[src/rtl/clkdiv_pkg.sv]
// Shared constants, types and helpers for the multi-channel clock divider.
// Keeps the period clamp and channel-select width in one place for all users.
package clkdiv_pkg;

    localparam int DEFAULT_CNT_W = 27;
    localparam int MAX_CNT_W     = 64;
    localparam int MIN_PERIOD    = 2;

    // What a channel does on a given edge, in priority order.
    typedef enum logic [1:0] {
        ACT_IDLE,
        ACT_WRAP,
        ACT_COUNT
    } ch_action_e;

    function automatic int ch_width(input int channels);
        return (channels > 1) ? $clog2(channels) : 1;
    endfunction

    function automatic logic [MAX_CNT_W-1:0] clamp_period(input logic [MAX_CNT_W-1:0] period);
        return (period < MAX_CNT_W'(MIN_PERIOD)) ? MAX_CNT_W'(MIN_PERIOD) : period;
    endfunction

endpackage

[src/rtl/clkdiv_channel.sv]
// One divider channel: period counter, active/shadow configuration, pending flag
// and registered waveform/tick outputs. Shadow config takes effect only at a wrap or while idle.
module clkdiv_channel
    import clkdiv_pkg::*;
#(
    parameter int               CNT_W          = DEFAULT_CNT_W,
    parameter logic [CNT_W-1:0] DEFAULT_PERIOD = CNT_W'(1000000),
    parameter logic [CNT_W-1:0] DEFAULT_HIGH   = CNT_W'(500000)
) (
    input  logic             clock_in,
    input  logic             rst_n,
    input  logic             en,
    input  logic             sync_in,
    input  logic             cfg_we,
    input  logic [CNT_W-1:0] cfg_period,
    input  logic [CNT_W-1:0] cfg_high,
    output logic             cfg_pending,
    output logic             clk_out,
    output logic             tick
);

    logic [CNT_W-1:0] p_act_q, p_act_d;
    logic [CNT_W-1:0] h_act_q, h_act_d;
    logic [CNT_W-1:0] p_sh_q,  p_sh_d;
    logic [CNT_W-1:0] h_sh_q,  h_sh_d;
    logic [CNT_W-1:0] cnt_q,   cnt_d;
    logic             pending_q, pending_d;
    logic             clk_q,     clk_d;
    logic             tick_q,    tick_d;

    logic [CNT_W-1:0] p_new;
    logic [CNT_W-1:0] h_new;
    logic [CNT_W-1:0] cnt_inc;
    logic [CNT_W-1:0] cfg_period_clamped;
    ch_action_e       action;

    assign cfg_period_clamped = CNT_W'(clamp_period(MAX_CNT_W'(cfg_period)));

    always_comb begin
        // NOTE: every signal gets a default first so no path through this block infers a latch.
        p_act_d   = p_act_q;
        h_act_d   = h_act_q;
        p_sh_d    = p_sh_q;
        h_sh_d    = h_sh_q;
        cnt_d     = cnt_q;
        pending_d = pending_q;
        clk_d     = clk_q;
        tick_d    = tick_q;

        p_new   = pending_q ? p_sh_q : p_act_q;
        h_new   = pending_q ? h_sh_q : h_act_q;
        cnt_inc = cnt_q + CNT_W'(1);

        if (!en) begin
            action = ACT_IDLE;
        end else if (sync_in || (cnt_q == p_act_q - CNT_W'(1))) begin
            action = ACT_WRAP;
        end else begin
            action = ACT_COUNT;
        end

        case (action)
            ACT_IDLE: begin
                // Parking at P-1 makes the first enabled edge a wrap.
                p_act_d   = p_new;
                h_act_d   = h_new;
                pending_d = 1'b0;
                cnt_d     = p_new - CNT_W'(1);
                clk_d     = 1'b0;
                tick_d    = 1'b0;
            end
            ACT_WRAP: begin
                p_act_d   = p_new;
                h_act_d   = h_new;
                pending_d = 1'b0;
                cnt_d     = '0;
                clk_d     = (h_new != '0);
                tick_d    = 1'b1;
            end
            default: begin
                cnt_d  = cnt_inc;
                clk_d  = (cnt_inc < h_act_q);
                tick_d = 1'b0;
            end
        endcase

        // A write on a wrap edge lands after the old shadow was consumed, so it stays pending.
        if (cfg_we) begin
            p_sh_d    = cfg_period_clamped;
            h_sh_d    = cfg_high;
            pending_d = 1'b1;
        end
    end

    always_ff @(posedge clock_in or negedge rst_n) begin
        if (!rst_n) begin
            p_act_q   <= DEFAULT_PERIOD;
            h_act_q   <= DEFAULT_HIGH;
            p_sh_q    <= DEFAULT_PERIOD;
            h_sh_q    <= DEFAULT_HIGH;
            cnt_q     <= DEFAULT_PERIOD - CNT_W'(1);
            pending_q <= 1'b0;
            clk_q     <= 1'b0;
            tick_q    <= 1'b0;
        end else begin
            // NOTE: non-blocking assignments so every flop samples the pre-edge value of its _d.
            p_act_q   <= p_act_d;
            h_act_q   <= h_act_d;
            p_sh_q    <= p_sh_d;
            h_sh_q    <= h_sh_d;
            cnt_q     <= cnt_d;
            pending_q <= pending_d;
            clk_q     <= clk_d;
            tick_q    <= tick_d;
        end
    end

    assign cfg_pending = pending_q;
    assign clk_out     = clk_q;
    assign tick        = tick_q;

endmodule

[src/rtl/multi_clock_divider.sv]
// Runtime-programmable multi-channel clock divider: decodes configuration writes
// to a per-channel strobe and fans sync_in out to every channel.
module multi_clock_divider
    import clkdiv_pkg::*;
#(
    parameter int               CHANNELS       = 4,
    parameter int               CNT_W          = DEFAULT_CNT_W,
    parameter logic [CNT_W-1:0] DEFAULT_PERIOD = CNT_W'(1000000),
    parameter logic [CNT_W-1:0] DEFAULT_HIGH   = CNT_W'(500000),
    localparam int              CH_W           = ch_width(CHANNELS)
) (
    input  logic                clock_in,
    input  logic                rst_n,
    input  logic [CHANNELS-1:0] en,
    input  logic                sync_in,
    input  logic                cfg_we,
    input  logic [CH_W-1:0]     cfg_ch,
    input  logic [CNT_W-1:0]    cfg_period,
    input  logic [CNT_W-1:0]    cfg_high,
    output logic [CHANNELS-1:0] cfg_pending,
    output logic [CHANNELS-1:0] clk_out,
    output logic [CHANNELS-1:0] tick
);

    logic [CHANNELS-1:0] ch_we;

    // Encodings at or above CHANNELS match no channel and are dropped.
    always_comb begin
        ch_we = '0;
        for (int i = 0; i < CHANNELS; i++) begin
            ch_we[i] = cfg_we && (cfg_ch == CH_W'(i));
        end
    end

    for (genvar g = 0; g < CHANNELS; g++) begin : g_ch
        clkdiv_channel #(
            .CNT_W          (CNT_W),
            .DEFAULT_PERIOD (DEFAULT_PERIOD),
            .DEFAULT_HIGH   (DEFAULT_HIGH)
        ) u_ch (
            .clock_in    (clock_in),
            .rst_n       (rst_n),
            .en          (en[g]),
            .sync_in     (sync_in),
            .cfg_we      (ch_we[g]),
            .cfg_period  (cfg_period),
            .cfg_high    (cfg_high),
            .cfg_pending (cfg_pending[g]),
            .clk_out     (clk_out[g]),
            .tick        (tick[g])
        );
    end

endmodule
[config.mk]
export PLATFORM = sky130hd
export DESIGN_NAME = multi_clock_divider
export DESIGN_NICKNAME = d
export VERILOG_FILES = /design/src/rtl/clkdiv_pkg.sv /design/src/rtl/clkdiv_channel.sv /design/src/rtl/multi_clock_divider.sv
export SDC_FILE = /design/constraint.sdc
export NUM_CORES = 1
export LEC_CHECK = 0
export CAP_MARGIN = 20
export CORE_MARGIN = 1.5
export CORE_UTILIZATION = 55
export DETAILED_ROUTE_END_ITERATION = 10
export GPL_ROUTABILITY_DRIVEN = 0
export GPL_TIMING_DRIVEN = 0
export PLACE_DENSITY = 0.77
export SKIP_LAST_GASP = 1
export SLEW_MARGIN = 20
export SYNTH_ARGS = -nofsm -noshare
export SYNTH_HDL_FRONTEND = slang
export SYNTH_SLANG_ARGS = --single-unit
[constraint.sdc]
create_clock -name clock_in -period 6.2 [get_ports clock_in]
set_input_delay 1.24 -clock clock_in [delete_from_list [all_inputs] [get_ports clock_in]]
set_output_delay 1.24 -clock clock_in [all_outputs]
set_load 0.02 [all_outputs]
* Yosys cells after proc, flatten, opt, wreduce, memory -nomap -nowiden
Index checks and enable logic that the tools add are counted.
W data, S select, Z words.
** Cells by class
- Reduce and logical (&&, ||, !) cells :: 25
- Add/subtract/negate cells :: 12
- Multiplexer cells :: 37
- Magnitude comparators :: 5
- Equality and inequality tests :: 11
** Operators by type and width (count)
- $mux W27 :: 9
- $pmux W27 S2 :: 4
- $sub A27 B1 Y27 const B :: 8
- $add A27 B1 Y27 const B :: 4
- $eq A27 B27 Y1 :: 4
- $lt A27 B27 Y1 :: 4
- $reduce_bool A27 Y1 :: 4
- $lt A27 B2 Y1 const B :: 1
- $mux W2 :: 8
- $mux W1 :: 12
- $eq A2 B1 Y1 const B :: 5
- $logic_not A2 Y1 :: 5
- $pmux W1 S2 :: 4
- $reduce_bool A2 Y1 :: 4
- $reduce_or A2 Y1 :: 4
- $eq A2 B2 Y1 const B :: 2
- $logic_and A1 B1 Y1 :: 4
- $logic_or A1 B1 Y1 :: 4
** Storage, ports and cells
- Output and inout bits :: 12
- Register bits after elaboration :: 552
- Logic and storage cells :: 122

* Depth between registers and ports, before layout
- Depth in word-level cells :: 9
- Depth in mapped cells :: 16
- Gate-level depth less buffers :: 15

* Hierarchy
A second synthesis with hierarchy kept.
** Second synthesis, totals
- Cells, all modules :: 3477
- Area, all modules :: 35108.7 sq um
** Modules (own cells, without submodules)
- clkdiv_channel (g_ch[3].u_ch) :: cells an instance 977, instances 1, seq. area each 3503.4 sq um, area an instance 9243.9 sq um
- clkdiv_channel (g_ch[0].u_ch) :: cells an instance 822, instances 1, seq. area each 3503.4 sq um, area an instance 8698.3 sq um
- clkdiv_channel (g_ch[2].u_ch) :: cells an instance 886, instances 1, seq. area each 3503.4 sq um, area an instance 8672.1 sq um
- clkdiv_channel (g_ch[1].u_ch) :: cells an instance 788, instances 1, seq. area each 3503.4 sq um, area an instance 8456.9 sq um
- multi_clock_divider :: cells an instance 4, instances 1, seq. area each 0.0 sq um, area an instance 37.5 sq um

* Worst setup path before layout
Ideal clock, no wire load.
- Path type :: reg2reg
- From :: reg g_ch[2].u_ch.pending_q
- To :: reg g_ch[2].u_ch.cnt_q[24]
- Stages on the path, launching flop included :: 15
- Setup slack :: 1.858 ns
- Setup time :: 0.122 ns
- Required time :: 6.078 ns
- Arrival :: 4.221 ns
- Buffers on the path :: 5
- Clock period less this slack :: 4.342 ns
- Path through :: dfrtp_1 -> clkbuf_1 -> clkbuf_1 -> buf_1 -> clkbuf_1 -> clkbuf_1 -> mux2i_1 -> ha_1 -> o21ai_0 -> nor4_1 -> nor2b_1 -> and4_1 -> nand3_1 -> xnor2_1 -> a32o_1
** On the way
- Cells in the longest elaborated chain, start to end :: 3
** Ends and longest elaborated chain
- from (decl) :: RTL line clkdiv_channel.sv:27 : logic pending_q, pending_d;
- from (signal assigned) :: RTL line clkdiv_channel.sv:112 : pending_q <= pending_d;
- $mux W27 :: RTL line clkdiv_channel.sv:50 : p_new = pending_q ? p_sh_q : p_act_q;
- $sub A27 B1 Y27 :: RTL line clkdiv_channel.sv:68 : cnt_d = p_new - CNT_W'(1);
- $pmux W27 S2 :: RTL line clkdiv_channel.sv:62 : case (action)
- via g_ch[2].u_ch.cnt_d[24] :: RTL line clkdiv_channel.sv:26 : logic [CNT_W-1:0] cnt_q, cnt_d;
- to (signal assigned) :: RTL line clkdiv_channel.sv:101 : cnt_q <= DEFAULT_PERIOD - CNT_W'(1);
- to (signal assigned) :: RTL line clkdiv_channel.sv:111 : cnt_q <= cnt_d;
- to (decl) :: RTL line clkdiv_channel.sv:26
The timed path passes the listed nets, and every way through them passes these cells.
A chain may end at the register's enable or synchronous reset.

* Worst setup path after layout
- From :: reg g_ch[1].u_ch.pending_q
- To :: reg g_ch[1].u_ch.cnt_q[20]
** On the way
- Cells in the longest elaborated chain, start to end :: 3
** Ends and longest elaborated chain (RTL line)
- from (decl) :: clkdiv_channel.sv:27
- from (signal assigned) :: clkdiv_channel.sv:112
- $mux W27 :: clkdiv_channel.sv:50
- $sub A27 B1 Y27 :: clkdiv_channel.sv:68
- $pmux W27 S2 :: clkdiv_channel.sv:62
- via g_ch[1].u_ch.cnt_d[20] :: clkdiv_channel.sv:26
- to (signal assigned) :: clkdiv_channel.sv:101
- to (signal assigned) :: clkdiv_channel.sv:111
- to (decl) :: clkdiv_channel.sv:26
The timed path passes the listed nets, and every way through them passes these cells.

==> impl_metrics.env <==
export IMPL_p_leak_nw=15.5
export IMPL_sw_frac_of_total_pct=37.8
export IMPL_critPathKind="reg -> reg"
export IMPL_p_int_mw=9.80
export IMPL_cts_tree="built"
export IMPL_grt_pass1_wl_um=147000
export IMPL_cts_clk_slew_worst_paths_ns=0.06
export IMPL_finalWorstPathRequiredPeriod_ns=5.84
export IMPL_syn_inst=3242
export IMPL_clkPwrFrac_pct=23.7
export IMPL_grt_pass1_vias=25500
export IMPL_vias=25900
export IMPL_power_density_nw_per_um2=427
export IMPL_antenna_left=0
export IMPL_fin_crit_sh_pct=94.1
export IMPL_startpoint_type="register"
export IMPL_crit_slowest_cell="buf_1"
export IMPL_hold_class="reg -> reg"
export IMPL_critPathMaxStageDelay_ns=0.74
export IMPL_cts_sinks=552
export IMPL_synth_cell_types=86
export IMPL_ys_async_sr_fraction_pct=100
export IMPL_rsz0062_at_grt="no"
export IMPL_final_common_cell="dfrtp_1"
export IMPL_start_util_pct=55.8
export IMPL_rows=89
export IMPL_synth_edff_count=0
export IMPL_dp_hpwl_um=70300
export IMPL_critPathMaxFanout=10
export IMPL_crit_path_cell_trace="clkbuf_1 > buf_1 > buf_1 > clkbuf_1 > buf_1 > o21ai_0 > inv_1 > ha_1 > nand2_1 > nor3b_1 > nand3_1 > nor4_2 > nand2_1 > xor2_1 > a32o_1"
export IMPL_ys_warn_count=0
export IMPL_ios=76
export IMPL_crit_arrival_ns=6.35
export IMPL_max_slew_margin_pct=21.5
export IMPL_fmax_ghz=0.171
export IMPL_cp_required_ns=6.71
export IMPL_status="complete, no violations"
export IMPL_postLayoutCoreUtil_pct=62.4
export IMPL_n_fill_cell=4714
export IMPL_ir_drop_v=0.000291
export IMPL_final_cells=4205
export IMPL_wl_per_cell_um=22.7
export IMPL_vias_per_cell=6.15
export IMPL_fin_skew_ns=0.0136
export IMPL_finalNetCount=3561
export IMPL_drt_iter0_markers=2292
export IMPL_ys_seq_elements=552
export IMPL_cts_buffer_depth=3
export IMPL_dp_cells=4094
export IMPL_totalWireLength_um=95500
export IMPL_slew_viol_final=0
export IMPL_mostFrequentLayoutCells="dfrtp_1 (392), nand2_1 (337), mux2_2 (309)"
export IMPL_setup_tns_ns=0
export IMPL_drc_errors=0
export IMPL_setup_viol_count_final=0
export IMPL_crit_top_cell="buf_1"
export IMPL_grt_max_degree=103
export IMPL_drive_gt1_share_pct=19.7
export IMPL_core_area_um2=59200
export IMPL_syn_area_per_cell_um2=10.2
export IMPL_portBuffers=73
export IMPL_fin_hold_ws_ns=0.473
export IMPL_timing_final_hold_violations=0
export IMPL_crit_path_end_kind="register"
export IMPL_htreeDepth=2
export IMPL_maxCapViolations=0
export IMPL_clock_latency_ns=0.63
export IMPL_die_y_um=248
export IMPL_die_x_um=248
export IMPL_switching_power_mw=5.97
export IMPL_track_usage_pct=31.3
export IMPL_dr_pass1_iters=6
export IMPL_ys_seq_area_share_pct=42.4
export IMPL_netlist_area_um2=33000
export IMPL_synth_main_ff_cell="dfrtp_1"
export IMPL_overflow=0
export IMPL_cts_root_buf="clkbuf_16"
export IMPL_dieArea_um2=61600
export IMPL_power_frac_seq_pct=38.7
export IMPL_worstMarginPinSlew_ns=1.17
export IMPL_p_comb_share_pct=37.6
export IMPL_antenna_found_initial=2
export IMPL_area_growth_pct=11.9
export IMPL_numCtsBuffers=58
export IMPL_syn_nets=3422
-- cell families after synthesis --
kind of cell | synth area share (%)
buffers and inverters | 4.29
AO/OA/AOI/OAI | 8.08
AND/OR/NAND/NOR | 15.9
multiplexers | 16.3
flip-flops | 42.4
XOR/XNOR | 8.72
adder cells (fa/ha/maj) | 4.39
-- path summary, 6_finish.rpt --
check                                    startpoint                  endpoint  slack (ns)  cells past startpoint
min                         g_ch[0].u_ch.p_sh_q[18]   g_ch[0].u_ch.p_sh_q[18]        0.47                      2
max                        g_ch[1].u_ch.cfg_pending    g_ch[1].u_ch.cnt_q[20]        0.36                     15
min in group asynchronous                     rst_n         g_ch[3].u_ch.tick        0.61                      1
max in group asynchronous                     rst_n  g_ch[0].u_ch.p_act_q[18]        3.76                      4
max reg2reg                g_ch[1].u_ch.cfg_pending    g_ch[1].u_ch.cnt_q[20]        0.36                     15
min reg2reg                 g_ch[0].u_ch.p_sh_q[18]   g_ch[0].u_ch.p_sh_q[18]        0.47                      2
-- synthesized netlist by cell type, types with 57 or more instances --
cell type	count	area [um^2]
a21oi_1	60	300
clkbuf_1	116	435
dfrtp_1	392	9810
dfstp_2	160	4200
ha_1	116	1450
inv_1	178	668
mux2_2	309	3480
mux2i_1	117	1170
nand2_1	337	1260
nand3_1	93	465
nand4_1	57	357
nor2_1	159	597
nor3_1	79	395
nor4_1	91	569
o21ai_0	91	455
o22ai_1	66	413
xnor2_1	192	1680
xor2_1	137	1200
-- routing by layer --
metal | global-route usage (%) | vias to the layer above | part of all wire [%]
met5 | 0 | - | 0.029
met4 | 14.5 | 4 | 4.9
met3 | 5.30 | 250 | 8.3
met2 | 49.5 | 1071 | 45
met1 | 42.2 | 12700 | 41
li1 | - | 11900 | -
-- state kept, by name, summed over array words and instances (netlist names) --
| signal | flops |
|---|---|
| g_ch.u_ch.h_sh_q | 108 |
| g_ch.u_ch.cfg_pending | 4 |
| g_ch.u_ch.p_act_q | 108 |
| g_ch.u_ch.p_sh_q | 108 |
| g_ch.u_ch.tick | 4 |
| g_ch.u_ch.h_act_q | 108 |
| g_ch.u_ch.clk_out | 4 |
| g_ch.u_ch.cnt_q | 108 |
-- per-stage QoR --
step | total power, mW | instance area [um^2] | worst slack (ns)
after floorplan | 10.2 | 33000 | 1.86
after global placement | 11.7 | 34700 | -20.34
after detailed placement | 11.9 | 34900 | 0.274
after CTS | 15.7 | 36900 | 0.211
after global routing | 16.7 | 37000 | 0.0727
final | 15.8 | 37000 | 0.365
-- area by class of cell --
cell class / count / area (um^2) / area share [%]
Antenna cell: 2 / 5.00 / 0.0135
Inverter: 180 / 676 / 1.83
Multi-Input combinational cell: 2352 / 17600 / 47.7
Sequential cell: 552 / 14000 / 37.9
Timing Repair Buffer: 79 / 881 / 2.38
Tap cell: 773 / 967 / 2.62
Clock buffer: 79 / 1650 / 4.48
Buffer: 158 / 741 / 2.00
Clock inverter: 30 / 388 / 1.05
-- worst max-delay path, delay by kind of cell (launching register included) --
family | cells | cell delay (ns)
AO/OA/AOI/OAI | 2 | 0.47
adder cells (fa/ha/maj) | 1 | 0.24
flip-flops | 1 | 0.43
XOR/XNOR | 1 | 0.22
buffers and inverters | 6 | 2.91
AND/OR/NAND/NOR | 5 | 1.44
-- repair_timing --
action | 4_1_cts | 5_1_grt
setup buffers | 0 | 0
hold endpoints to repair | 0 | 0
endpoints found under the setup margin | 0 | 4
gates resized for setup | 0 | 1
hold buffers | 0 | 0
-- power groups by stage --
| stage | Sequential (mW) | Clock, mW | Combinational (mW) |
|---|---|---|---|
| CTS | 6.05 | 3.77 | 5.84 |
| finish | 6.09 | 3.74 | 5.93 |
| global placement | 6.07 | 0 | 5.60 |
| floorplan | 5.67 | 0 | 4.51 |
| global route | 6.24 | 3.90 | 6.55 |
| detailed placement | 6.10 | 0 | 5.77 |
No activity file was read; power rests on OpenSTA's default activity.
==> RTL edit (same settings) <==
Change the parameter `CHANNELS` from 4 to 2.
--- a/src/rtl/multi_clock_divider.sv
+++ b/src/rtl/multi_clock_divider.sv
@@ -3,7 +3,7 @@
 module multi_clock_divider
     import clkdiv_pkg::*;
 #(
-    parameter int               CHANNELS       = 4,
+    parameter int               CHANNELS       = 2,
     parameter int               CNT_W          = DEFAULT_CNT_W,
     parameter logic [CNT_W-1:0] DEFAULT_PERIOD = CNT_W'(1000000),
     parameter logic [CNT_W-1:0] DEFAULT_HIGH   = CNT_W'(500000),
Ports: changed (5 resized); port bits go from 76 to 67. No check against the original RTL was run, so the function may have changed too.
==> RTL edit against the unedited design <==
  * Clock power fell by 49%
  * Sequential share of layout area fell by 1.6 points
  * Design area fell by 48%
  * Via count fell by 46%
  * Setup slack improved by 0.20 ns
  * Power fell by 54%
  * Synthesized area fell by 48%
  * Routed wire length fell by 49%
  * Combinational power fell by 56%
  * Hold slack got worse by 0.0097 ns
  * Sequential cell count fell by 276
==> RTL edit: results (changes against the unedited design) <==
* Fraction of area in multi-input gates at 47.8% (+0.093 points)
* Status: finished clean
* Non-clock inverters at 90 (-50%)
* # clk buffers at 36 (-54%)
* Layout cells sized above 1 at 17.4% (-2.3 points)
* Seq_cells at 276 (-50%)
* XOR/XNOR Fraction of Synth Area at 8.54% (-0.18 points)
* Switch Pwr at 2720 uW (-54%)
* Top area cells in the synthesized netlist: dfrtp_1 29%, dfstp_2 12%, mux2_2 8.7%
* Estimated wirelength of the detail-placed design at 37300 um (-47%)
* Flip-flop and latch area at 0.00701 sq mm (-50%)
* Net Count, Synth at 1879 (-45%)
* Mux contribution to synthesized area at 14.2% (-2.1 points)
* NonClk Buf Share at 6.10% (+1.7 points)
* Met2 Usage GRT at 50.9% (+1.4 points)
* Crit path DAT at 6.06 ns (-0.29 ns)
* Peak supply drop at 225 uV (-23%)
* CP max stage delay at 0.58 ns (-0.16 ns)
* Post-synthesis adder-cell area fraction at 4.26% (-0.13 points)
* Post-layout util at 63.3% (+0.90 points)
* # nets final at 1979 (-44%)
* Clk tree area frac at 5.49% (-0.037 points)
* Clock Latency Late Sink at 0.56 ns (-0.07 ns)
* Cells after DPL at 2224 (-46%)
* Multi-input gates at 1288 (-45%)
* Cells after Synth at 1760 (-46%)
* Setup Skew at 0.0114 ns (-0.00215 ns)
* Synth top cells by count: 239 x nand2_1, 196 x dfrtp_1, 131 x mux2_2
* H-Tree Depth at 1 (-1)
* Initial drt markers at 1427 (-38%)
* Signal buffers at 174 (-27%)
* Post_cts resized at 1 (+1)
* Fillers at 2420 (-49%)
* ANT cells at 0 (-2)
* Pleak at 0.00813 uW (-48%)
* Clk pwr share at 26.3% (+2.6 points)
* Via count at 14.0k (-46%)
* Global-route met3 utilization at 3.14% (-2.2 points)
[RTL edit: cell types whose count changed after synthesis, sizes merged, moves of 43 or more]
cell   delta
mux2    -205
dfrtp   -196
nand2    -99
xnor2    -90
inv      -89
nor2     -82
dfstp    -80
xor2     -73
mux2i    -59
ha       -58
nand3    -50
nor4     -43
[RTL edit: final timing paths]
path	start	endpoint	slack, ns	depth (start not counted)
hold / removal	g_ch[0].u_ch.p_sh_q[19]	g_ch[0].u_ch.p_sh_q[19]	0.46	2
hold reg to reg	g_ch[0].u_ch.p_sh_q[19]	g_ch[0].u_ch.p_sh_q[19]	0.46	2
max in group asynchronous	rst_n	g_ch[1].u_ch.p_act_q[6]	4.18	3
setup / recovery	g_ch[1].u_ch.cfg_pending	g_ch[1].u_ch.cnt_q[26]	0.56	16
min in group asynchronous	rst_n	g_ch[0].u_ch.h_act_q[20]	0.64	1
setup reg to reg	g_ch[1].u_ch.cfg_pending	g_ch[1].u_ch.cnt_q[26]	0.56	16
